==> src/rtl/intr_pkg.sv <==
// Shared constants for the interrupt controller: register offsets, id width and FSM states.
package intr_pkg;
   localparam int ID_W = 5;
   localparam logic [ID_W-1:0] TIMER_ID = '0;

   localparam logic [4:0] OFF_PENDING  = 5'h00;
   localparam logic [4:0] OFF_ENABLE   = 5'h04;
   localparam logic [4:0] OFF_MODE     = 5'h08;
   localparam logic [4:0] OFF_CLAIM    = 5'h0C;
   localparam logic [4:0] OFF_MTIME_LO = 5'h10;
   localparam logic [4:0] OFF_MTIME_HI = 5'h14;
   localparam logic [4:0] OFF_MCMP_LO  = 5'h18;
   localparam logic [4:0] OFF_MCMP_HI  = 5'h1C;

   typedef enum logic [1:0] {IDLE, REQ, SERVICE} state_t;
endpackage

==> src/rtl/intr_sync.sv <==
// Per-source synchroniser followed by level (mode=0) or rising-edge (mode=1) detection.
module intr_sync #(
   parameter int SYNC_STAGES = 2
) (
   input  logic clk,
   input  logic rst,
   input  logic src,
   input  logic mode,
   output logic evt
);
   logic [SYNC_STAGES-1:0] sync_q;
   logic                   prev_q;

   always_ff @(posedge clk or negedge rst) begin
      if (!rst) begin
         sync_q <= '0;
         prev_q <= 1'b0;
      end else begin
         sync_q <= {sync_q[SYNC_STAGES-2:0], src};
         prev_q <= sync_q[SYNC_STAGES-1];
      end
   end

   assign evt = mode ? (sync_q[SYNC_STAGES-1] & ~prev_q) : sync_q[SYNC_STAGES-1];
endmodule

==> src/rtl/intr_ctrl.sv <==
// Interrupt controller: synchronised sources, pending/enable/mode registers, fixed priority,
// single-level request/service handshake. Optional machine timer under INTR_CTRL_TIMER_EN.
module intr_ctrl
   import intr_pkg::*;
#(
   parameter int NUM_SRC     = 8,
   parameter int SYNC_STAGES = 2
) (
   input  logic               clk,
   input  logic               rst,
   input  logic [NUM_SRC-1:0] src_i,
   input  logic [4:0]         reg_addr,
   input  logic               reg_wr,
   input  logic [31:0]        reg_wdata,
   output logic [31:0]        reg_rdata,
   output logic               intr_req,
   output logic [ID_W-1:0]    intr_id,
   input  logic               intr_ack,
   input  logic               intr_done,
   output logic               e_intr,
   output logic               t_intr
);
   logic [NUM_SRC-1:0] evt, pend_q, en_q, mode_q, clr;
   state_t             state_q, state_d;
   logic [ID_W-1:0]    id_q, id_d, win_id;
   logic               win_vld, claim, timer_pend;
   logic               unused_wdata;

   assign unused_wdata = ^reg_wdata;

   for (genvar g = 0; g < NUM_SRC; g++) begin : g_src
      intr_sync #(.SYNC_STAGES(SYNC_STAGES)) u_sync (
         .clk  (clk),
         .rst  (rst),
         .src  (src_i[g]),
         .mode (mode_q[g]),
         .evt  (evt[g])
      );
   end

   // Clear from W1C or claim; the OR with evt afterwards makes a same-cycle set win.
   always_comb begin
      clr = '0;
      for (int k = 0; k < NUM_SRC; k++)
         clr[k] = (reg_wr && reg_addr == OFF_PENDING && reg_wdata[k]) ||
                  (claim && id_q == ID_W'(k + 1));
   end

   always_ff @(posedge clk or negedge rst) begin
      if (!rst) begin
         pend_q <= '0;
         en_q   <= '0;
         mode_q <= '0;
      end else begin
         pend_q <= (pend_q & ~clr) | evt;
         if (reg_wr && reg_addr == OFF_ENABLE) en_q   <= reg_wdata[NUM_SRC-1:0];
         if (reg_wr && reg_addr == OFF_MODE)   mode_q <= reg_wdata[NUM_SRC-1:0];
      end
   end

`ifdef INTR_CTRL_TIMER_EN
   logic [63:0] mtime_q, mcmp_q;

   always_ff @(posedge clk or negedge rst) begin
      if (!rst) begin
         mtime_q <= '0;
         mcmp_q  <= '1;
      end else begin
         // A write to either half suppresses the increment for that cycle.
         if (reg_wr && reg_addr == OFF_MTIME_LO)      mtime_q[31:0]  <= reg_wdata;
         else if (reg_wr && reg_addr == OFF_MTIME_HI) mtime_q[63:32] <= reg_wdata;
         else                                          mtime_q        <= mtime_q + 64'd1;
         if (reg_wr && reg_addr == OFF_MCMP_LO) mcmp_q[31:0]  <= reg_wdata;
         if (reg_wr && reg_addr == OFF_MCMP_HI) mcmp_q[63:32] <= reg_wdata;
      end
   end

   assign timer_pend = (mtime_q >= mcmp_q);
`else
   assign timer_pend = 1'b0;
`endif

   always_comb begin
      reg_rdata = '0;
      case (reg_addr)
         OFF_PENDING:  reg_rdata[NUM_SRC-1:0] = pend_q;
         OFF_ENABLE:   reg_rdata[NUM_SRC-1:0] = en_q;
         OFF_MODE:     reg_rdata[NUM_SRC-1:0] = mode_q;
         OFF_CLAIM:    reg_rdata[ID_W-1:0]    = id_q;
`ifdef INTR_CTRL_TIMER_EN
         OFF_MTIME_LO: reg_rdata = mtime_q[31:0];
         OFF_MTIME_HI: reg_rdata = mtime_q[63:32];
         OFF_MCMP_LO:  reg_rdata = mcmp_q[31:0];
         OFF_MCMP_HI:  reg_rdata = mcmp_q[63:32];
`endif
         default:      reg_rdata = '0;
      endcase
   end

   // Lowest enabled pending source wins; a pending timer overrides all sources.
   always_comb begin
      win_vld = 1'b0;
      win_id  = TIMER_ID;
      for (int k = NUM_SRC - 1; k >= 0; k--) begin
         if (pend_q[k] && en_q[k]) begin
            win_vld = 1'b1;
            win_id  = ID_W'(k + 1);
         end
      end
      if (timer_pend) begin
         win_vld = 1'b1;
         win_id  = TIMER_ID;
      end
   end

   always_ff @(posedge clk or negedge rst) begin
      if (!rst) begin
         state_q <= IDLE;
         id_q    <= '0;
      end else begin
         state_q <= state_d;
         id_q    <= id_d;
      end
   end

   always_comb begin
      state_d = state_q;
      id_d    = id_q;
      claim   = 1'b0;
      case (state_q)
         IDLE: if (win_vld) begin
            state_d = REQ;
            id_d    = win_id;
         end
         REQ: if (intr_ack) begin
            state_d = SERVICE;
            claim   = 1'b1;
         end
         SERVICE: if (intr_done) state_d = IDLE;
         default: state_d = IDLE;
      endcase
   end

   assign intr_req = (state_q == REQ);
   assign intr_id  = id_q;
   assign e_intr   = intr_req && (id_q != TIMER_ID);
`ifdef INTR_CTRL_TIMER_EN
   assign t_intr   = intr_req && (id_q == TIMER_ID);
`else
   assign t_intr   = 1'b0;
`endif
endmodule

==> config.mk <==
export PLATFORM = sky130hd
export DESIGN_NAME = intr_ctrl
export DESIGN_NICKNAME = d
export VERILOG_FILES = /design/src/rtl/intr_pkg.sv /design/src/rtl/intr_sync.sv /design/src/rtl/intr_ctrl.sv
export SDC_FILE = /design/constraint.sdc
export NUM_CORES = 1
export LEC_CHECK = 0
export CELL_PAD_IN_SITES_DETAIL_PLACEMENT = 1
export CELL_PAD_IN_SITES_GLOBAL_PLACEMENT = 1
export CORE_UTILIZATION = 34
export CTS_BUF_LIST = sky130_fd_sc_hd__clkbuf_16
export CTS_CLUSTER_SIZE = 40
export DETAILED_ROUTE_END_ITERATION = 8
export GPL_ROUTABILITY_DRIVEN = 0
export PLACE_DENSITY = 0.86
export SLEW_MARGIN = 30
export SYNTH_ARGS = -nofsm -noshare
export SYNTH_HDL_FRONTEND = slang
export SYNTH_HIERARCHICAL = 1
export SYNTH_SLANG_ARGS = --single-unit
==> constraint.sdc <==
create_clock -name clk -period 1.7 [get_ports clk]
set_input_delay 0.17 -clock clk [delete_from_list [all_inputs] [get_ports clk]]
set_output_delay 0.17 -clock clk [all_outputs]
set_load 0.02 [all_outputs]
==> results.toml, run 1 <==
[logic_synthesis]
yosys_register_bits = 54
syn_area_sq_um = 2467
synth_warnings = 6
synth_area_leader_cell = "dfrtp_1"
yosys-top-cells-area = "dfrtp_1, buf_4, mux2_4"
synth_seq_area_share_pct = 54.77
synth_most_common_cell = "dfrtp_1"
ys_types = 34
synth_flop_cell = "dfrtp_1"
synth_top_area_share_pct = 54.77
synth_edf_count = 0
synth_common_cells = "dfrtp_1, buf_4, nand2_1, mux2_2, a22oi_1"
synth_cells = 198
avgSynthCellArea_sq_um = 12.46
async_reset_ff_share_pct = 100.0

[layout]
antennaDiodeCount = 0
final_core_util_pct = 46.94
final_cells = 364
drive_above_1_share_pct = 31.34
fin_nets = 317
area_growth_pct = 31.39

[global_routing]
gr-usage-all-layers_pct = 17.82
grt_overflow = 0
grt_pass1_vias = 1930
grt_pass1_wl_um = 10030
antenna_found_initial = 0
grt_max_degree = 29

[pwr]
power_density_nw_per_um2 = 1235
vdd_drop_max_mv = 0.4509
p_leak_uw = 0.001481

[critical_path]
cp.required_ns = 1.53
end_kind = "output pin"
cp-startpoint = "reg_addr[0]"
cpMostUsedCell = "buf_6"
crit_type = "in2out"
cp.arrival_ns = 1.47
crit_family = "simple AND/OR/NAND/NOR gates"
critPathLaunchType = "input port"
path_cells = "buf_6 -> or4_4 -> nor2_4 -> buf_6 -> a222oi_1 -> inv_1 -> buf_6"
r2r_start = "pend_q[2]"
slowest_stage = "or4_4"
crit_fanout = 8
reg2reg_slack_ns = 0.08
path_buf_inv = 4
rr_endpoint = "intr_id[1]"
max_stage_delay_ns = 0.62
rr_worst_depth = 4

[min_path]
min-delay-start = "src_i[1]"
hold_path_depth = 1
min_to = "g_src[1].u_sync/sync_q[0]"
hold_class = "in2reg"

[sta]
fmax_mhz = 609.6
rsz0062_at_grt = "no"
finalSetupViolCount = 0
maxSlewViolCount = 0
hold_viol = 0
fin_crit_ns = 1.641
fin_skew_ns = 0.008351
fin_crit_sh_pct = 96.50

[drt]
wl_met3_um = 335
routedWlPerCell_um = 16.95
post-route-drc-count = 0
routed-via-count = 1793
drt_iter0_drc = 143
routed_wl_um = 6168
routed.top_layer = "met4"
ant_nets = 0
wl_met1_um = 2510
dr.pass1.iters = 6
wl_met2_um = 3214
via_per_inst = 4.926

[place]
dp_cells = 351
dp_hpwl_um = 4312
io_buffers = 39

[cts]
clk_latency_ns = 0.29
clockBufferDepth = 2
cts.reportedPaths.clkPinSlew_ns = 0.07
cts_buffers = 5
tritoncts = "yes"
cts_sinks = 54
cts_root_buf = "clkbuf_16"
htree_levels = 2

[floorplan]
initial_core_util_pct = 35.72
rows = 30
dieArea_sq_um = 7601
die_w_um = 87.19
num_io_pins = 90
core_region_area_sq_um = 6907
die_h_um = 87.19

[run_status]
status = "complete, no violations"

[run]
drv_cap = 0
[layer usage]
layer	up-vias	GRT usage (%)
met4	0	6.706
met1	919	22.55
li1	800	-
met5	-	0
met3	10	3.128
met2	64	30.57
[kinds of logic (layout without fill, tap and decap cells)]
family                 Yosys count  in the layout  share of synthesized area [%]
buffers and inverters           32             76                          8.824
AOI/OAI and AO/OA               43             43                          15.01
other                            1             26                         0.1520
muxes                           18             18                          9.432
DFF                             54             54                          54.77
and+or+nand+nor                 50             51                          11.82
[cell usage in the layout, fill, tap and decap left out, types with 2 or more instances in the layout]
cell type and instances:
dfrtp_1 52, conb_1 26, nand2_1 24, clkdlybuf4s50_1 23, buf_4 22, mux2_2 10
a31o_1 8, mux2_4 8, a21boi_2 8, a22oi_1 7, buf_6 7, inv_1 6
a222oi_1 6, clkbuf_16 5, nor2_1 4, buf_2 4, nor2_4 3, nand3_1 3
a21oi_1 3, nand2b_1 2, nand3b_1 2, nor3b_1 2, a22oi_2 2, a32oi_1 2
o21ai_0 2, nand2_4 2, clkinvlp_4 2, clkbuf_2 2, dfrtp_2 2, dlygate4sd2_1 2
[state kept, by name, indices dropped and copies added, names as in the netlist]
signal and flops:
mode_q 8, g_src.u_sync/sync_q 16, pend_q 8, state_q 2, g_src.u_sync/prev_q 8, en_q 8
intr_id 4
[stage by stage]
| stage | setup slack [ns] | cell area [sq um] | hold WS, ns | TNS [ns] | total power, uW |
|---|---|---|---|---|---|
| floorplan | 0.1542 | 2561 | -0.1256 | 0 | 2343 |
| global placement | -0.7183 | 3027 | 0.08756 | -14.45 | 2790 |
| detailed placement | -0.7421 | 3027 | 0.09494 | -15.20 | 2856 |
| CTS | 0.006636 | 3239 | 0.3066 | 0 | 4027 |
| global route | 0.009776 | 3242 | 0.3118 | 0 | 4203 |
| finish | 0.05948 | 3242 | 0.3093 | 0 | 4004 |
[worst register-to-register path, stage by stage (launching register included)]
cell,delay [ns]
dfrtp_1,0.39
a222oi_1,0.45
nand2_1,0.14
o21a_1,0.23
mux2_2,0.29
[layout make-up]
| class | instances | area (sq um) |
|---|---|---|
| Fill cell | 782 | 3665 |
| Sequential cell | 54 | 1354 |
| Multi-Input combinational cell | 138 | 1023 |
| Timing Repair Buffer | 62 | 551.8 |
| Clock buffer | 5 | 125.1 |
| Tap cell | 96 | 120.1 |
| Clock inverter | 3 | 45.04 |
| Inverter | 6 | 22.52 |
[worst max path at each step]
stage | end | cells past startpoint
2_1_floorplan | reg_rdata[4] | 4
3_3_place_gp | reg_rdata[6] | 7
3_5_place_dp | reg_rdata[1] | 7
4_1_cts | reg_rdata[6] | 7
5_1_grt | intr_id[1] | 4
6_report | reg_rdata[6] | 7
[power breakdown]
part	internal (uW)	total [uW]	switching [uW]
Clock	694	1150	455
Sequential	1490	1730	243
Combinational	551	1130	575
Total	2730	4000	1270
[repair_timing]
| action | 4_1_cts | 5_1_grt |
|---|---|---|
| endpoints found under the hold margin | 13 | 0 |
| endpoints found under the setup margin | 34 | 9 |
| pin swaps | 7 | 6 |
| setup buffers | 3 | 0 |
| resized for setup | 66 | 7 |
| cloned | 1 | 0 |
| hold buffers | 1 | 0 |
Note: power is estimated with default switching activity, not from simulation.
==> run 2: changes to the inputs <==
--- a/config.mk
+++ b/config.mk
@@ -7,14 +7,15 @@
 export LEC_CHECK = 0
 export CELL_PAD_IN_SITES_DETAIL_PLACEMENT = 1
 export CELL_PAD_IN_SITES_GLOBAL_PLACEMENT = 1
+export CORE_MARGIN = 4
 export CORE_UTILIZATION = 34
 export CTS_BUF_LIST = sky130_fd_sc_hd__clkbuf_16
 export CTS_CLUSTER_SIZE = 40
 export DETAILED_ROUTE_END_ITERATION = 8
 export GPL_ROUTABILITY_DRIVEN = 0
-export PLACE_DENSITY = 0.86
+export PLACE_DENSITY = 0.87
+export SKIP_LAST_GASP = 1
 export SLEW_MARGIN = 30
 export SYNTH_ARGS = -nofsm -noshare
 export SYNTH_HDL_FRONTEND = slang
-export SYNTH_HIERARCHICAL = 1
 export SYNTH_SLANG_ARGS = --single-unit
==> results.toml, run 2 <==
[global_routing]
antenna_found_initial = 0
grt_max_degree = 23
grt_pass1_vias = 1938
gr-usage-all-layers_pct = 15.93
grt_pass1_wl_um = 10470
grt_overflow = 0

[critical_path]
cp.depth = 7
end_kind = "output pin"
crit_fanout = 4
critPathLaunchType = "input port"
max_stage_delay_ns = 0.43
path_cells = "dlygate4sd2_1 -> or3_4 -> nor3_4 -> buf_4 -> a222oi_1 -> inv_1 -> buf_2"
cp.arrival_ns = 1.50
rr_worst_depth = 4
crit_family = "buffers and inverters"
cp.required_ns = 1.53
crit_type = "in2out"
slowest_stage = "or3_4"
path_buf_inv = 4

[place]
io_buffers = 39
dp_hpwl_um = 4858
place_ws_ns = -0.6418
dpl_cell_area_sq_um = 3002

[sta]
maxSlewViolCount = 0
rsz0062_at_grt = "yes"
setup_slack_ns = 0.03248
fin_crit_ns = 1.668
fin_crit_sh_pct = 98.09
slew_headroom_pct = 66.16
worstMarginPinSlew_ns = 0.5076
hold_viol = 0
finalSetupViolCount = 0
fin_worst_hold_slack_ns = 0.3128
fmax_mhz = 599.7
fin_skew_ns = 0.003599

[logic_synthesis]
yosys-top-cells-area = "dfrtp_1, mux2_2, buf_4"
muxShareOfSynthArea_pct = 8.460
avgSynthCellArea_sq_um = 11.92
synth_flop_cell = "dfrtp_1"
ys_types = 33
synth_seq_area_share_pct = 56.40
synthAdderAreaFrac_pct = 0
synth_edf_count = 0
async_reset_ff_share_pct = 100.0
synth_top_family_by_area = "simple AND/OR/NAND/NOR gates"
synth_most_common_cell = "dfrtp_1"
synthXorXnorAreaFrac_pct = 0
yosys_register_bits = 54
synth_cells = 201
synth-compound-area-share_pct = 11.02
synth_area_leader_cell = "dfrtp_1"
syn_area_sq_um = 2396
synth_top_area_share_pct = 56.40
yosys.area_share.simple_pct = 14.73
synth_common_cells = "dfrtp_1, nand2_1, buf_4, mux2_2, a22oi_1"
synth_warnings = 0

[min_path]
hold_class = "in2reg"
hold_path_depth = 1

[layout]
mostFrequentLayoutCells = "dfrtp_1, nand2_1, conb_1, clkdlybuf4s50_1, buf_4"
regMostFlops = "g_src.u_sync.sync_q"
final_cell_area_sq_um = 3192
largest_register_ffs = 16
layout_commonest_cell = "dfrtp_1"
drive_above_1_share_pct = 25.74
area_growth_pct = 33.21
fillers = 765
fin_nets = 321
antennaDiodeCount = 0

[cts]
cts_sinks = 54
clockBufferDepth = 2
cts.reportedPaths.clkPinSlew_ns = 0.07
htree_levels = 2
tritoncts = "yes"
cts_root_buf = "clkbuf_16"
clk_latency_ns = 0.29
cts_buffers = 5

[drt]
post-route-drc-count = 0
routedWlPerCell_um = 17.89
routed_wl_um = 6584
via_per_inst = 4.981
ant_nets = 0
dr.pass1.iters = 4
drt_iter0_drc = 108
routed-via-count = 1833

[floorplan]
dieArea_sq_um = 8454
initial_core_util_pct = 35.07
die_w_um = 91.95
rows = 30
die_h_um = 91.95
core_region_area_sq_um = 6832
num_io_pins = 90

[run_status]
status = "complete, no violations"

[pwr]
p_leak_uw = 0.001453
power_density_nw_per_um2 = 1242
vdd_drop_max_mv = 0.4065

[run]
drv_cap = 0
==> run 2: worst reg2reg max path, stage by stage, from the launching register on <==
cell	delay, ns
dfrtp_1	0.39
a222oi_1	0.45
nand4_1	0.18
and2_1	0.22
mux2_2	0.28
==> run 2: path summary, 6_finish.rpt <==
kind / from / end / slack, ns
worst max-delay path: reg_addr[2] / reg_rdata[7] / 0.03
worst min-delay path: src_i[6] / g_src[6].u_sync.sync_q[0] / 0.31
worst max register to register: en_q[2] / intr_id[1] / 0.07
worst min register to register: g_src[2].u_sync.sync_q[0] / g_src[2].u_sync.sync_q[1] / 0.35
max in group asynchronous: rst / g_src[1].u_sync.sync_q[1] / 0.74
min in group asynchronous: rst / state_q[0] / 0.40
==> run 2: cell type report <==
| type | instances | area [sq um] | area share (%) |
|---|---|---|---|
| timing repair buffer | 65 | 593.1 | 18.58 |
| inverter | 6 | 22.52 | 0.7056 |
| clock inverter | 3 | 41.29 | 1.294 |
| clock buffer | 5 | 125.1 | 3.920 |
| sequential | 54 | 1351 | 42.34 |
| multi-input combinational | 139 | 938.4 | 29.40 |
| tap | 96 | 120.1 | 3.763 |
==> run 2: cell families (layout without fill, tap and decap cells) <==
group	count (synthesis)	after routing
AO/OA/AOI/OAI	32	32
AND/OR/NAND/NOR	63	63
flip-flops	54	54
multiplexers	18	18
buffers and inverters	33	79
other	1	26
==> run 2: where the power goes <==
part	switching, uW	total (uW)	internal (uW)
logic	598	1120	517
clock network	458	1150	690
registers	221	1700	1480
==> run 2: timing repair <==
item,4_1_cts,5_1_grt
endpoints found under the hold margin,20,0
endpoints found under the setup margin,18,12
buffers inserted,0,1
hold buffers,1,0
gates resized for setup,52,2
pin swaps,3,2
==> run 2: per-layer routing <==
metal | global-route usage (%) | share of wire, % | vias to the layer above
met1 | 18.95 | 39 | 938
met3 | 3.774 | 7.5 | 17
met5 | 0 | 0 | -
met4 | 5.693 | 2.7 | 0
li1 | - | - | 806
met2 | 27.98 | 51 | 72
==> run 2: per-stage QoR <==
step                      total power (uW)  util (%)  instances  TNS [ns]
after floorplan                       2296         -        226         0
after global placement                2734     43.94        358    -10.64
after detailed placement              2804     43.94        358    -11.94
after CTS                             3964     46.48        367  -0.02226
after global routing                  4155     46.72        368  -0.06188
final                                 3963     46.72        368         0
